### config.mk
export PLATFORM = sky130hd
export DESIGN_NAME = spi_cmd_ram
export DESIGN_NICKNAME = d
export VERILOG_FILES = /design/src/rtl/spi_ram_pkg.sv /design/src/rtl/sp_ram.sv /design/src/rtl/spi_cmd_ram.sv
export SDC_FILE = /design/constraint.sdc
export NUM_CORES = 2
export LEC_CHECK = 0
export CORE_ASPECT_RATIO = 1.75
export CORE_MARGIN = 2
export CORE_UTILIZATION = 35
export DETAILED_ROUTE_END_ITERATION = 8
export DONT_BUFFER_PORTS = 1
export GPL_TIMING_DRIVEN = 0
export PLACE_DENSITY = 0.58
export SLEW_MARGIN = 15
export SYNTH_ARGS = -nofsm -noshare
export SYNTH_HDL_FRONTEND = slang
export SYNTH_SLANG_ARGS = --single-unit
### constraint.sdc
create_clock -name clk -period 4.7 [get_ports clk]
set_clock_uncertainty 0.05 [all_clocks]
set_input_delay 0.235 -clock clk [delete_from_list [all_inputs] [get_ports clk]]
set_output_delay 0.235 -clock clk [all_outputs]
set_load 0.01 [all_outputs]
### src/rtl/spi_ram_pkg.sv
// spi_ram_pkg: shared definitions for the SPI command RAM.
//   OP_*        2-bit command opcodes carried in rx_data[DATA_WIDTH+1:DATA_WIDTH]
//   rd_state_e  read-path FSM states
package spi_ram_pkg;

  localparam logic [1:0] OP_SET_WADDR = 2'b00;
  localparam logic [1:0] OP_WRITE     = 2'b01;
  localparam logic [1:0] OP_SET_RADDR = 2'b10;
  localparam logic [1:0] OP_READ      = 2'b11;

  typedef enum logic [1:0] {
    IDLE  = 2'd0,
    FETCH = 2'd1,
    HOLD  = 2'd2
  } rd_state_e;

endpackage

### src/rtl/sp_ram.sv
// sp_ram: synchronous single-port RAM with registered read data.
//   clk   clock
//   we    write enable (mem[addr] <= din)
//   addr  port address, shared by read and write
//   din   write data
//   dout  registered read data of mem[addr]; holds its value on write cycles
//         so a write does not disturb a read already in flight
module sp_ram #(
  parameter int ADDR_WIDTH = 8,
  parameter int DATA_WIDTH = 8
) (
  input  logic                  clk,
  input  logic                  we,
  input  logic [ADDR_WIDTH-1:0] addr,
  input  logic [DATA_WIDTH-1:0] din,
  output logic [DATA_WIDTH-1:0] dout
);

  logic [DATA_WIDTH-1:0] mem [2**ADDR_WIDTH];

  always_ff @(posedge clk) begin
    if (we) mem[addr] <= din;
    else    dout      <= mem[addr];
  end

endmodule

### src/rtl/spi_cmd_ram.sv
// spi_cmd_ram: command-decoding RAM behind the SPI slave word interface.
//   clk, rstn  clock / async active-low reset
//   rx_valid   command word strobe
//   rx_data    {opcode[1:0], payload[DATA_WIDTH-1:0]}
//   tx_ready   downstream accepts tx_data this cycle
//   tx_valid   tx_data holds read data
//   tx_data    read data, stable while tx_valid and not accepted
//   rd_err     one-cycle pulse when a READ is dropped (overrun)
module spi_cmd_ram
  import spi_ram_pkg::*;
#(
  parameter int ADDR_WIDTH = 8,
  parameter int DATA_WIDTH = 8,
  parameter int AUTO_INC   = 1
) (
  input  logic                  clk,
  input  logic                  rstn,
  input  logic                  rx_valid,
  input  logic [DATA_WIDTH+1:0] rx_data,
  input  logic                  tx_ready,
  output logic                  tx_valid,
  output logic [DATA_WIDTH-1:0] tx_data,
  output logic                  rd_err
);

  localparam logic [ADDR_WIDTH-1:0] INC = (AUTO_INC != 0) ? ADDR_WIDTH'(1) : '0;

  rd_state_e             state;
  logic [ADDR_WIDTH-1:0] waddr, raddr, rd_addr_q, ram_addr;
  logic [DATA_WIDTH-1:0] ram_dout;
  logic [1:0]            op;
  logic [DATA_WIDTH-1:0] payload;
  logic                  wr_cmd, rd_cmd, rd_acc, fetch_bypass;

  assign op      = rx_data[DATA_WIDTH+1:DATA_WIDTH];
  assign payload = rx_data[DATA_WIDTH-1:0];

  always_comb begin
    wr_cmd = rx_valid && (op == OP_WRITE);
    rd_cmd = rx_valid && (op == OP_READ);
    // A READ is taken only when the output slot is free or being drained now.
    rd_acc = rd_cmd && ((state == IDLE) || ((state == HOLD) && tx_ready));
    // Write owns the port; an accepted READ reads raddr directly so dout is
    // valid one edge later; otherwise keep pointing at the latched address.
    if (wr_cmd)      ram_addr = waddr;
    else if (rd_acc) ram_addr = raddr;
    else             ram_addr = rd_addr_q;
    // Same-address write during FETCH: dout was captured before the write,
    // so forward the fresh payload instead.
    fetch_bypass = (state == FETCH) && wr_cmd && (waddr == rd_addr_q);
  end

  sp_ram #(.ADDR_WIDTH(ADDR_WIDTH), .DATA_WIDTH(DATA_WIDTH)) u_ram (
    .clk  (clk),
    .we   (wr_cmd),
    .addr (ram_addr),
    .din  (payload),
    .dout (ram_dout)
  );

  // Pointers; SET_* and WRITE are accepted in every read state.
  always_ff @(posedge clk or negedge rstn) begin
    if (!rstn) begin
      waddr <= '0;
      raddr <= '0;
    end else if (rx_valid) begin
      case (op)
        OP_SET_WADDR: waddr <= payload[ADDR_WIDTH-1:0];
        OP_WRITE:     waddr <= waddr + INC;
        OP_SET_RADDR: raddr <= payload[ADDR_WIDTH-1:0];
        default:      if (rd_acc) raddr <= raddr + INC;
      endcase
    end
  end

  // Read FSM with registered outputs.
  always_ff @(posedge clk or negedge rstn) begin
    if (!rstn) begin
      state     <= IDLE;
      rd_addr_q <= '0;
      tx_valid  <= 1'b0;
      tx_data   <= '0;
      rd_err    <= 1'b0;
    end else begin
      rd_err <= rd_cmd && !rd_acc;
      if (rd_acc) rd_addr_q <= raddr;
      case (state)
        IDLE: if (rd_acc) state <= FETCH;
        FETCH: begin
          tx_data  <= fetch_bypass ? payload : ram_dout;
          tx_valid <= 1'b1;
          state    <= HOLD;
        end
        HOLD: if (tx_ready) begin
          tx_valid <= 1'b0;
          state    <= rd_acc ? FETCH : IDLE;
        end
        default: state <= IDLE;
      endcase
    end
  end

endmodule

* After elaboration in Yosys (flattened, before gate mapping)
Memories as Yosys holds them, arrays and structs flattened. A register that Yosys moved wholly into a read port is not among the register bits.
Cells that the tools add are included.
** Word-level totals
- Input port bits :: 14
- Output and inout port bits :: 10
- Register bits after elaboration :: 36
- RAM bits :: 2048
- Memories :: 1
- Logic and storage cells :: 53
** Operators by class
- Bitwise logic cells :: 1
- Reductions and logical operators :: 20
- Multiplexer cells :: 14
- $add $sub $neg :: 2
- Equality and inequality tests :: 8
** Memory list
- u_ram.mem :: depth 256, bits a word 8, read ports 1, clocked after memory_dff 1, wr ports 1, RTL line sp_ram.sv:19 : logic [DATA_WIDTH-1:0] mem [2**ADDR_WIDTH];
** Operator list (count)
- $mux 8 :: 4
- $pmux 8 s2 :: 2
- $add 8x1->8 const B :: 2
- $eq 8x8->1 :: 1
- $logic_and 1x1->1 :: 7
- $eq 2x2->1 const B :: 3
- $pmux 2 s3 :: 1
- $reduce_and 2->1 :: 3
- $reduce_bool 2->1 :: 3
- $eq 2x1->1 const B :: 2
- $logic_not 2->1 :: 2
- $mux 1 :: 4
- $mux 2 :: 2
- $ne 2x2->1 const B :: 2
- $reduce_and 3->1 :: 1
- $logic_not 1->1 :: 2
- $pmux 1 s2 :: 1
- $reduce_or 2->1 :: 1
- $logic_or 1x1->1 :: 1
- $not 1->1 :: 1

* Longest topological paths before layout
- Word-level depth :: 7
- Mapped depth :: 18
- Gate-level depth less buffers :: 10

* Modules after synthesis
Synthesis repeated with hierarchy kept, for this count alone.
** Unflattened totals
- Cells, all modules :: 3772
- Area, all modules :: 80643.6 µm²
** By module, submodules not included
- sp_ram :: times used 1, area each 78534.1 µm², sequential area each 61739.2 µm², cells each 3545
- spi_cmd_ram :: times used 1, area each 2109.5 µm², sequential area each 900.9 µm², cells each 227

* Least setup slack after synthesis
No wires, ideal clock.
- Path kind :: register to register
- Start point :: register state[1]
- End point :: memory u_ram.mem[180][0], enable pin
- Setup slack :: 993 ps
- Data arrival time :: 3262 ps
- Setup time :: 395 ps
- Path buffers :: 7
- Clock period less this slack :: 3707 ps
- Data required time :: 4255 ps
- Cell stages (with the launch flop) :: 13
- Cell sequence :: dfrtp_1 > nor2b_1 > buf_2 > o211ai_1 > and3_1 > buf_2 > buf_4 > buf_2 > buf_2 > buf_2 > buf_2 > nand2_1 > nor4_1
** On the way
- Longest elaborated chain between the ends :: 6
- Elaborated cells between the ends (all ways) :: 7
- Classes of those cells :: eq/ne: 1; mux: 2; reduce/logical: 4
** RTL lines
- start, declared :: RTL line spi_cmd_ram.sv:28 : rd_state_e state;
- start signal, assigned :: RTL line spi_cmd_ram.sv:96 : state <= rd_acc ? FETCH : IDLE;
- $eq 2x2->1 :: RTL line spi_cmd_ram.sv:42 : rd_acc = rd_cmd && ((state == IDLE) || ((state == HOLD) && tx_ready));
- $logic_and 1x1->1 :: RTL line spi_cmd_ram.sv:42
- $logic_or 1x1->1 * :: RTL line spi_cmd_ram.sv:42
- $logic_and 1x1->1 * :: RTL line spi_cmd_ram.sv:42
- $mux 8 *
- $mux 8 * :: RTL line spi_cmd_ram.sv:45 : if (wr_cmd) ram_addr = waddr;
- end, declared :: RTL line sp_ram.sv:19
Every way passes the cells marked *; elsewhere a longest branch is shown, timed or not.

* Final worst setup path
- Start point :: register state[1]
- End point :: register u_ram.dout[4], read port of u_ram.mem (data pin)
** On the way
- Longest elaborated chain between the ends :: 6
- Elaborated cells between the ends (all ways) :: 7
- Classes of those cells :: eq/ne: 1; mux: 2; reduce/logical: 4
** RTL lines
- $eq 2x2->1 :: RTL line spi_cmd_ram.sv:42
- $logic_and 1x1->1 :: RTL line spi_cmd_ram.sv:42
- $logic_or 1x1->1 * :: RTL line spi_cmd_ram.sv:42
- $logic_and 1x1->1 * :: RTL line spi_cmd_ram.sv:42
- $mux 8 *
- $mux 8 * :: RTL line spi_cmd_ram.sv:45
- end, declared :: RTL line sp_ram.sv:16 : output logic [DATA_WIDTH-1:0] dout
Marked as above.
A chain may end at the register's enable or synchronous reset.

==> run metrics <==
slowest stage delay, CP=0.72 ns; drt wl/cell=34.7 µm; die area=243,000 µm²; min Tclk post-route=4.90 ns; largest fanout on the critical path=11; DRT Wirelength=324,000 µm; failing checks=setup timing; setup violators final=40; DPL Wire Length=227,000 µm; clock slew at reported path FFs=0.07 ns; Ports=24; share of cells above drive strength 1=0.156; Synth Area in Compound Gates=0.0626; Internal Power=32.3 mW; Std-Cell Rows=237; Slew Limit Fails=0; drt first pass iters=7; Post-synth EDFFs=2,056; maxcap violations=0; Inserted Clock Buffers=184; post-synth top area cell=edfxtp_1; Worst Hold Slack=0.0357 ns; Critical Path AT=5.43 ns; min-delay worst type=in2reg; Core ar.=238,000 µm²; fin crit share=1.04; PD cells=515 nW/µm²; Most common cell on crit path=nand4_1; first-pass GRT wire length=434,000 µm; largest net degree at the start of global routing=260; Gate Count Post-Synth=5,807; DRT iter0 DRCs=6,100; CP Class=reg2reg; simple-gate share of the synthesized area=0.102; WP data required=5.24 ns; most frequent cells in the layout=edfxtp_1 (2,056), nand2_1 (1,079), mux2i_1 (524); Async SR Flop Fraction=0.0172; CP max stage cell=or4_1; mux cell area share after synthesis=0.0636; Clock Sinks=2,092; Fill cells=21,700; remaining routing DRC violations=0; Slew @ Worst Pin=1.43 ns; syn_nets=5,823; Fmax achieved=204 MHz; PnR worst setup slack=-0.195 ns; GPL Wtd Cong=1.03; Final Net Count=6,115; Fin. Hold Viols=0; Peak VDD IR=0.000365 V; Reg power frac=0.415; Die Ht=651 µm; Routed Antenna Nets=0; Root Buffer=clkbuf_16; most common cell after layout, fill and taps aside=edfxtp_1; crit start category=flip-flop; Worst-Skew Late Latency=0.89 ns; Pleak=32.5 nW; flops & latches, synth=2,092; Comb power frac=0.286; Sw Ratio=0.357; unrepaired setup endpoints after global routing=true; CTS Buffer Depth=4; syn_area_per_cell=14.4 µm²; outcome=complete, but fails checks; P&R area growth vs syn=16.5%; Psw=17.9 mW; DR vias=53,600; Post-Synth Adder-Cell Area=0.000299; CTS H-tree depth=4; Post-Syn Area=83,800 µm²; Clock power frac=0.299; largest family of logic cells by synthesized area=simple AND/OR/NAND/NOR gates; crit-path cells=nor2b_1 > buf_2 > o211ai_1 > nand4_1 > buf_4 > clkbuf_2 > nand3_4 > clkbuf_4 > a221oi_1 > a22oi_2 > a41o_1 > nand4_1 > or4_1; share of the synthesized area in the top cell type=0.737; Area contributors post-synth=edfxtp_1 (74%), mux2i_1 (6.3%), nand2_1 (4.9%); chip width=374 µm; XOR/XNOR Fraction of Synth Area=0.000836; register area share after synthesis=0.748; vias in the first global route=52,700; CTS tree=built; DR vias/cell=5.73; gr usage total=0.261; Main synth FF type=edfxtp_1; post-place setup slack=-3.43 ns; Starting Density=0.352; Slew HR=0.0485; Port Buf Inserts=0; initial antenna violation count=17; count of different cell masters after synthesis=63; Ys Warns=0; grt ovf=0; Worst setup EP type=flip-flop
-- stage by stage --
step                      power (mW)  setup TNS, ns  area (µm²)  utilization  cells
final                           50.2          -1.51       97600        0.410   9345
after global routing            50.9          -1.90       97600        0.410   9338
after CTS                       49.5          -4.42       96700        0.406   9311
after detailed placement        33.8       -4334.91       88100        0.370   8938
after global placement          33.6       -5732.41       87700        0.368   8914
after floorplan                 27.2              0       83800            -   5807
-- synth_stat cells, drive strengths merged (6+ instances only) --
library cell / instances
nor2: 266
o22ai: 65
a31oi: 136
a41o: 14
and4: 16
a22oi: 47
o21ai: 45
a221o: 28
a2111oi: 18
nor4: 14
nand2b: 7
or3: 6
a21oi: 139
inv: 56
nor3: 29
o211ai: 12
buf: 161
or4: 15
o31ai: 9
o22a: 14
dfrtp: 36
edfxtp: 2056
o32a: 7
a311o: 14
a22o: 50
mux2i: 527
a221oi: 20
and3: 62
a32o: 7
o2111ai: 22
clkbuf: 230
nand4: 71
xnor2: 7
nand2: 1090
nor2b: 6
a32oi: 36
a211oi: 39
nand3: 397
o41ai: 7
-- critical path, delay by kind of cell (launching register included) --
| family | cells | cell delay (ns) |
|---|---|---|
| flops | 1 | 0.41 |
| simple gates | 5 | 1.55 |
| buf+inv | 4 | 1.21 |
| compound gates | 4 | 1.32 |
-- timing repair --
action,4_1_cts,5_1_grt
cloned,0,0
hold buffers,18,8
buffers inserted,41,9
resized for setup,650,157
hold endpoints to repair,2120,409
setup endpoints to repair,2056,1422
pin swaps,32,13
-- cell families (layout without fill, tap and decap cells) --
family | after synthesis | in the layout
buf+inv | 447 | 869
mux | 532 | 532
flops | 2092 | 2092
xor+xnor | 8 | 8
other cells | 0 | 9
fa+ha+maj | 2 | 2
compound gates | 740 | 740
simple gates | 1986 | 1986
-- metal layers --
| metal | global-route usage | vias up | part of all wire |
|---|---|---|---|
| met1 | 0.252 | 27000 | 0.31 |
| met3 | 0.0488 | 1044 | 0.070 |
| met5 | 0 | - | 0.000080 |
| met4 | 0.255 | 4 | 0.12 |
| li1 | - | 22700 | - |
| met2 | 0.460 | 2802 | 0.50 |
-- flip-flops by register name, summed over array words and instances (netlist names) --
signal      cells
waddr           8
raddr           8
tx_data         8
u_ram.mem    2048
rd_err          1
tx_valid        1
state           2
u_ram.dout      8
rd_addr_q       8
-- path summary, 6_finish.rpt --
check                                          start                       to  slack, ns  cells after the start
worst max-delay path            state[1]$_DFFE_PN0P_  u_ram.dout[4]$_DFFE_PN_      -0.20                     13
worst min-delay path                        rx_valid     raddr[2]$_DFFE_PN0P_       0.04                      4
worst max register to register  state[1]$_DFFE_PN0P_  u_ram.dout[4]$_DFFE_PN_      -0.20                     13
worst min register to register  state[1]$_DFFE_PN0P_     tx_valid$_DFFE_PN0P_       0.46                      1
max in group asynchronous                       rstn     waddr[5]$_DFFE_PN0P_       3.82                      4
min in group asynchronous                       rstn   tx_data[1]$_DFFE_PN0P_       0.54                      4
-- power by group through the flow --
stage	Sequential (mW)	Combinational [mW]	Clock (mW)
after floorplan	21.2	6.05	0
after global placement	21.3	12.3	0
after detailed placement	21.3	12.5	0
after CTS	20.9	13.6	15.0
after global routing	20.9	14.4	15.7
final	20.9	14.4	15.0
-- cell type report --
class	count	area (µm²)	area share
multi-input combinational	3268	21300	0.218
buffer	385	2330	0.0239
tap	3107	3890	0.0398
timing repair buffer	112	1590	0.0163
inverter	56	210	0.00215
antenna	9	22.5	0.000231
clock inverter	110	941	0.00964
sequential	2092	62600	0.642
clock buffer	206	4740	0.0486
No activity file was read; power rests on OpenSTA's default activity.
